## config.mk

```make
export PLATFORM = sky130hd
export DESIGN_NAME = ads8686_conv_sequencer
export DESIGN_NICKNAME = d
export VERILOG_FILES = /design/src/rtl/ads8686_conv_sequencer_pkg.sv /design/src/rtl/ads8686_conv_sequencer_sync_2ff.sv /design/src/rtl/ads8686_conv_sequencer.sv
export SDC_FILE = /design/constraint.sdc
export NUM_CORES = 1
export LEC_CHECK = 0
export BUFFER_PORTS_ARGS = -buffer_cell sky130_fd_sc_hd__buf_2
export CORE_AREA = 2 2 127 129
export CTS_CLUSTER_SIZE = 25
export DETAILED_ROUTE_END_ITERATION = 6
export DIE_AREA = 0 0 129 131
export GPL_ROUTABILITY_DRIVEN = 0
export SLEW_MARGIN = 40
export SYNTH_ARGS = -nofsm -noshare
export SYNTH_HDL_FRONTEND = slang
export SYNTH_SLANG_ARGS = --single-unit
```

## constraint.sdc

```tcl
create_clock -name clk -period 8.4 [get_ports clk]
set_input_delay 0.42 -clock clk [delete_from_list [all_inputs] [get_ports clk]]
set_output_delay 0.42 -clock clk [all_outputs]
set_load 0.05 [all_outputs]
```

## src/rtl/ads8686_conv_sequencer_pkg.sv

```systemverilog
// Shared ADS8686 sequencer definitions: FSM state encoding, SPI frame width and channel
// field positions, also used by the SPI master and the host register map.
package ads8686_conv_sequencer_pkg;

   typedef enum logic [2:0] {
      ST_IDLE     = 3'd0,
      ST_CONVST   = 3'd1,
      ST_WAIT_HI  = 3'd2,
      ST_WAIT_LO  = 3'd3,
      ST_SPI_GO   = 3'd4,
      ST_SPI_WAIT = 3'd5,
      ST_WRITE    = 3'd6
   } seq_state_e;

   localparam int unsigned SPI_FRAME_W = 32;
   localparam int unsigned CHA_MSB     = 31;
   localparam int unsigned CHA_LSB     = 16;
   localparam int unsigned CHB_MSB     = 15;
   localparam int unsigned CHB_LSB     = 0;

endpackage

```

## src/rtl/ads8686_conv_sequencer_sync_2ff.sv

```systemverilog
// Two-flop synchroniser for a single asynchronous status pin (ADS8686 BUSY and similar).
module sync_2ff (
   input  logic clk,
   input  logic rst,
   input  logic d,
   output logic q
);

   logic meta;

   always_ff @(posedge clk or posedge rst) begin
      if (rst) begin
         meta <= 1'b0;
         q    <= 1'b0;
      end else begin
         meta <= d;
         q    <= meta;
      end
   end

endmodule

```

## src/rtl/ads8686_conv_sequencer.sv

```systemverilog
// ADS8686 conversion sequencer: CONVST pulse, BUSY handshake, one SPI frame read,
// FIFO write of {chA,chB}, plus sticky status flags and a written-sample counter.
module ads8686_conv_sequencer
   import ads8686_conv_sequencer_pkg::*;
#(
   parameter int unsigned CONV_PERIOD  = 1000,
   parameter int unsigned CONVST_WIDTH = 4,
   parameter int unsigned BUSY_TIMEOUT = 1024
) (
   input  logic                   clk,
   input  logic                   rst,
   input  logic                   enable,
   input  logic                   single_shot,
   input  logic                   busy,
   output logic                   convst,
   output logic                   spi_start,
   input  logic                   spi_done,
   input  logic [SPI_FRAME_W-1:0] spi_rdata,
   input  logic                   fifo_full,
   output logic                   fifo_wr_en,
   output logic [SPI_FRAME_W-1:0] fifo_din,
   input  logic                   clr_status,
   output logic                   overflow,
   output logic                   overrun,
   output logic                   timeout,
   output logic [31:0]            sample_count
);

   localparam int unsigned PER_W    = $clog2(CONV_PERIOD);
   localparam int unsigned WAIT_MAX = (CONVST_WIDTH > BUSY_TIMEOUT) ? CONVST_WIDTH : BUSY_TIMEOUT;
   localparam int unsigned WAIT_W   = $clog2(WAIT_MAX + 1);

   seq_state_e        state;
   logic [PER_W-1:0]  per_cnt;
   logic [WAIT_W-1:0] wait_cnt;
   logic              busy_s;
   logic              tick;
   logic              start_req;

   sync_2ff u_busy_sync (
      .clk (clk),
      .rst (rst),
      .d   (busy),
      .q   (busy_s)
   );

   always_comb begin
      tick      = enable && (per_cnt == PER_W'(CONV_PERIOD - 1));
      start_req = (tick || single_shot) && (state == ST_IDLE);
   end

   always_ff @(posedge clk or posedge rst) begin
      if (rst) begin
         per_cnt <= '0;
      end else if (!enable || per_cnt == PER_W'(CONV_PERIOD - 1)) begin
         per_cnt <= '0;
      end else begin
         per_cnt <= per_cnt + 1'b1;
      end
   end

   always_ff @(posedge clk or posedge rst) begin
      if (rst) begin
         state        <= ST_IDLE;
         wait_cnt     <= '0;
         convst       <= 1'b0;
         spi_start    <= 1'b0;
         fifo_wr_en   <= 1'b0;
         fifo_din     <= '0;
         overflow     <= 1'b0;
         overrun      <= 1'b0;
         timeout      <= 1'b0;
         sample_count <= '0;
      end else begin
         spi_start  <= 1'b0;
         fifo_wr_en <= 1'b0;
         // Clear first so a same-cycle set event below takes precedence.
         if (clr_status) begin
            overflow     <= 1'b0;
            overrun      <= 1'b0;
            timeout      <= 1'b0;
            sample_count <= '0;
         end
         if (tick && state != ST_IDLE) overrun <= 1'b1;

         case (state)
            ST_IDLE: begin
               if (start_req) begin
                  state    <= ST_CONVST;
                  convst   <= 1'b1;
                  wait_cnt <= '0;
               end
            end
            ST_CONVST: begin
               if (wait_cnt == WAIT_W'(CONVST_WIDTH - 1)) begin
                  convst   <= 1'b0;
                  state    <= ST_WAIT_HI;
                  wait_cnt <= '0;
               end else begin
                  wait_cnt <= wait_cnt + 1'b1;
               end
            end
            ST_WAIT_HI, ST_WAIT_LO: begin
               if ((state == ST_WAIT_HI) ? busy_s : !busy_s) begin
                  state     <= (state == ST_WAIT_HI) ? ST_WAIT_LO : ST_SPI_GO;
                  spi_start <= (state == ST_WAIT_LO);
                  wait_cnt  <= '0;
               end else if (wait_cnt == WAIT_W'(BUSY_TIMEOUT - 1)) begin
                  timeout <= 1'b1;
                  state   <= ST_IDLE;
               end else begin
                  wait_cnt <= wait_cnt + 1'b1;
               end
            end
            ST_SPI_GO: begin
               state <= ST_SPI_WAIT;
            end
            ST_SPI_WAIT: begin
               // Write decision is taken on the spi_done cycle so the strobe lands in WRITE.
               if (spi_done) begin
                  fifo_din <= spi_rdata;
                  state    <= ST_WRITE;
                  if (!fifo_full) begin
                     fifo_wr_en   <= 1'b1;
                     sample_count <= (clr_status ? 32'd0 : sample_count) + 32'd1;
                  end else begin
                     overflow <= 1'b1;
                  end
               end
            end
            ST_WRITE: begin
               state <= ST_IDLE;
            end
            default: begin
               state  <= ST_IDLE;
               convst <= 1'b0;
            end
         endcase
      end
   end

endmodule

```

After elaboration in Yosys (flattened, before gate mapping)

Cells that the tools add are included.

Bits in registers: 96
Input bits: 40

Add/subtract/negate cells: 3
Equality and inequality tests: 14
Muxes and demuxes: 36
Bitwise operators: 1
Reduce and logical (&&, ||, !) cells: 17

Operator list:

| kind                    | count |
|---|---|
| $mux W32                | 4 |
| $mux W11                | 4 |
| $pmux W11 S3            | 1 |
| $add A32 B1 Y32 const B | 1 |
| $mux W1                 | 18 |
| $mux W3                 | 6 |
| $pmux W3 S5             | 1 |
| $add A11 B1 Y11 const B | 1 |
| $eq A11 B10 Y1 const B  | 1 |
| $eq A11 B2 Y1 const B   | 1 |
| $add A10 B1 Y10 const B | 1 |
| $eq A10 B10 Y1 const B  | 1 |
| $mux W10                | 1 |
| $eq A3 B3 Y1 const B    | 3 |
| $eq A3 B2 Y1 const B    | 2 |
| $ne A2 B2 Y1 const B    | 3 |
| $ne A3 B3 Y1 const B    | 2 |
| $reduce_and A3 Y1       | 2 |
| $reduce_bool A3 Y1      | 2 |
| $reduce_or A5 Y1        | 1 |
| $reduce_and A4 Y1       | 1 |
| $eq A3 B1 Y1 const B    | 1 |
| $logic_and A1 B1 Y1     | 3 |
| $logic_not A3 Y1        | 1 |
| other kinds (7)         | 9 |

Depth between registers and ports, before layout

Word-level depth: 6
Depth in mapped cells: 10
Gate-level depth less buffers: 8

Cells and area by module

A second synthesis with hierarchy kept.

Cell total of the unflattened synthesis: 486
Area, all modules: 4677.0 µm²

Modules (own cells, without submodules):

| module                 | instances | cells an instance | area an instance (µm²) | seq. area each (µm²) |
|---|---|---|---|---|
| ads8686_conv_sequencer | 1         | 483               | 4623.2                 | 2352.3 |
| sync_2ff               | 1         | 3                 | 53.8                   | 50.0 |

Worst setup path before layout

No wires, ideal clock.

Path type: register to register
Start: reg sample_count[11]
End: reg sample_count[27]
Arrival: 2.156 ns
Required time: 8.268 ns
Slack: 6.113 ns
Stages on the path, launching flop included: 7
Period minus slack after synthesis: 2.287 ns
Cell sequence: dfrtp_1 > nand4_1 > or4_1 > clkbuf_1 > nor4_1 > xnor2_1 > nor2_1

Cells in the longest elaborated chain, start to end: 5

RTL lines:

| what                   | RTL line                      | text |
|---|---|---|
| start, declared        | ads8686_conv_sequencer.sv:26  | `output logic [31:0] sample_count` |
| start signal, assigned | ads8686_conv_sequencer.sv:125 | `sample_count <= (clr_status ? 32'd0 : sample_count) + 32'd1;` |
| $mux W32               | ads8686_conv_sequencer.sv:125 |  |
| $add A32 B1 Y32        | ads8686_conv_sequencer.sv:125 |  |
| $mux W32               | ads8686_conv_sequencer.sv:123 | `if (!fifo_full) begin` |
| $mux W32               | ads8686_conv_sequencer.sv:120 | `if (spi_done) begin` |
| $mux W32               | ads8686_conv_sequencer.sv:86  | `case (state)` |

No other way between the ends.
A chain may end at the register's enable or synchronous reset.

Worst setup path in the final report

Start: reg state[1]
End: reg wait_cnt[5]

Cells in the longest elaborated chain, start to end: 4

RTL lines:

| what                                                               | RTL line                                                    | text |
|---|---|---|
| start, declared                                                    | ads8686_conv_sequencer.sv:33                                | `seq_state_e state;` |
| start signal, assigned                                             | ads8686_conv_sequencer.sv:105                               | `state <= (state == ST_WAIT_HI) ? ST_WAIT_LO : ST_SPI_GO;` |
| $eq A3 B2 Y1 (tied with other cells)                               | ads8686_conv_sequencer.sv:86, ads8686_conv_sequencer.sv:104 |  |
| $mux W1 (tied with other cells)                                    | ads8686_conv_sequencer.sv:104                               | `if ((state == ST_WAIT_HI) ? busy_s : !busy_s) begin` |
| $ne A3 B3 Y1 (no source line) (tied with other cells)              | -                                                           |  |
| $reduce_and A3 Y1 (no source line) or $pmux W11 S3 (tied branches) | -                                                           |  |
| end signal, assigned                                               | ads8686_conv_sequencer.sv:100                               | `wait_cnt <= wait_cnt + 1'b1;` |
| end signal, assigned                                               | ads8686_conv_sequencer.sv:112                               | `wait_cnt <= wait_cnt + 1'b1;` |
| end, declared                                                      | ads8686_conv_sequencer.sv:35                                | `logic [WAIT_W-1:0] wait_cnt;` |

Parallel ways exist; a longest one is shown, timed or not.

==> out/results.ini <==
[grt]
grt_pass1_wl_mm = 17.80
track_usage_pct = 13.23
gr-total-overflow = 0
first_global_vias = 3629
antenna_found_initial = 0
grt_max_degree = 59

[timing]
setup_tns_ns = 0
relSlewSlack_pct = 52.88
setup_viol = 0
period_minus_slack_ns = 2.631
hold_violations = 0
worst_pin_slew_ns = 0.7004
period_share_pct = 31.32
grt_setup_unrepaired = false
report.final.slew_viol_count = 0
skew_ns = 0.005784
fmax_mhz = 380.1

[cts]
ctsHoldBuffers = 0
post-cts-setup-buffer-count = 0
clk_pin_slew_ns = 0.06
cts_sinks = 96
cts_buffers = 9
cts-root-buf = clkbuf_16
clock_latency_ns = 0.34
htree_levels = 3
ctsResizeCount = 0
clock_path_buffers = 2
cts_tree = done

[layout]
nNetsFinal = 635
fin_util_pct = 36.16
drive_gt1_share_pct = 22.56
syn_to_final_growth_pct = 23.95
design_area_mm2 = 0.005640
num_antenna_cells = 0

[worst_setup_path]
crit_path_end_kind = register
cp_slowest_stage_delay_ns = 0.61
crit_arrival_ns = 2.87
path_cells = nor2b_1 -> nand2b_1 -> ha_1 -> nand2_1 -> nand2_1 -> nand2_1 -> o41ai_1
r2r-start = state[1]
cpLargestDelayFamily = simple AND/OR/NAND/NOR gates
start_kind = register
slowest_stage = dfrtp_1
path_buf_inv = 0
path_common_cell = nand2_1
worstPathMaxFanout = 15
path_class = register to register
required_ns = 8.63
crit_path_start = state[1]

[drt]
viasPerCell = 4.631
postRouteWirelength_mm = 10.93
drc = 0
ant_nets = 0
vias = 3751
initialDrtViolationCount = 241
wl_per_cell_um = 13.49
dr.pass1.iters = 4

[synthesis]
synth_async_sr_flop_share_pct = 100.0
synth.largest_area_cell = dfrtp_1
synth_top_area_share_pct = 52.79
synth_cells = 491
ys_ff_latch = 96
yosysMostFrequentCell = nand2_1
yosysSeqAreaShare_pct = 52.79
ys.warnings.count = 0
synth_edf_count = 0
ys_top_cells_by_count = nand2_1 (122), dfrtp_1 (96), nor2_1 (41)
synth_nets = 536
ys_types = 48
ys.flop_type = dfrtp_1
synth_area_leaders = dfrtp_1 (53%), nand2_1 (10%), xnor2_1 (3.8%)
syn_area_mm2 = 0.004551
syn_area_per_cell_um2 = 9.268

[run]
drv_cap = 0

[pwr]
p_leak_nw = 2.793
pwr_density_cell_mw_per_mm2 = 297.0
vdd_drop_max_v = 0.0001989

[placement]
place_area_mm2 = 0.005299
dpl.hpwl_mm = 7.661
portBuffers = 109

[floorplan]
chipWidth_um = 129
die_h_um = 131
rows = 46
die_area_mm2 = 0.01690
initial_utilization_pct = 29.18
num_io_pins = 110
coreArea_mm2 = 0.01560

[hold_path]
hold_path_class = input port to asynchronous set/reset pin

[run_status]
status = finished, final reports clean

## layer usage
layer	share of wire (%)	track usage [%]	up-vias
li1	-	-	1843
met1	46	17.54	1797
met2	47	21.01	103
met3	5.8	3.950	8
met4	1.1	3.964	0
met5	0	0	-
## flip-flops by register name, indices dropped and copies added (netlist names), 3 cells and up
register / flops
fifo_din: 32
per_cnt: 10
sample_count: 32
state: 3
wait_cnt: 11
## cells by family (layout without fill, tap and decap cells)
kind of cell,Yosys count,count (layout),synth area share [%]
xor gates and xnor gates,39,39,7.506
DFF,96,96,52.79
adders and majority gates,5,5,1.375
and+or+nand+nor,269,269,28.51
buffers and inverters,40,143,3.327
muxes,1,1,0.2474
AOI/OAI and AO/OA,41,41,6.242
## power by group
| group | switching (mW) | internal [mW] | leakage (nW) |
|---|---|---|---|
| clock network | 0.166 | 0.275 | 0.159 |
| registers | 0.0690 | 0.552 | 1.28 |
| logic | 0.459 | 0.155 | 1.36 |
## cells in the final DEF, fill, tap and decap left out, drive strengths merged, types with 2 or more instances in the layout
master	instances
or4	3
a21oi	10
and3	10
nand3	19
a21o	3
xnor2	20
and4b	2
or4b	2
nor2	41
and4	2
nor4	12
o21ai	12
nor2b	8
nand4	15
and2	5
clkbuf	12
dfrtp	96
bufinv	2
buf	112
o22ai	4
ha	5
nor3	6
nand2b	7
nand4b	3
xor2	19
or3	6
inv	16
nand3b	2
nand2	122
a22o	2
o41ai	2
## layout make-up
cell class / count / area, um2
timing repair buffer: 112 / 580.6
tap: 216 / 270.3
sequential: 96 / 2402
fill: 1587 / 9957
multi-input combinational: 355 / 2003
clock inverter: 3 / 65.06
clock buffer: 12 / 256.5
inverter: 16 / 62.56
## path summary, 6_finish.rpt
kind	to	slack, ns	cells past startpoint
min	u_busy_sync.meta	0.11	2
max	wait_cnt[5]	5.77	7
max in group asynchronous	sample_count[19]	7.37	4
min in group clk	u_busy_sync.meta	0.18	1
min reg2reg	u_busy_sync.q	0.35	0
max reg2reg	wait_cnt[5]	5.77	7
## stage by stage
stage	hold slack, ns	instances	setup slack [ns]	total power, mW
after floorplan	0.3312	491	5.475	1.091
after global placement	0.3321	794	5.528	1.227
after detailed placement	0.3347	794	5.773	1.243
after CTS	0.1173	809	5.803	1.697
after global routing	0.1434	810	5.602	1.773
final	0.1063	810	5.769	1.675
Note: power is estimated with default switching activity, not from simulation.
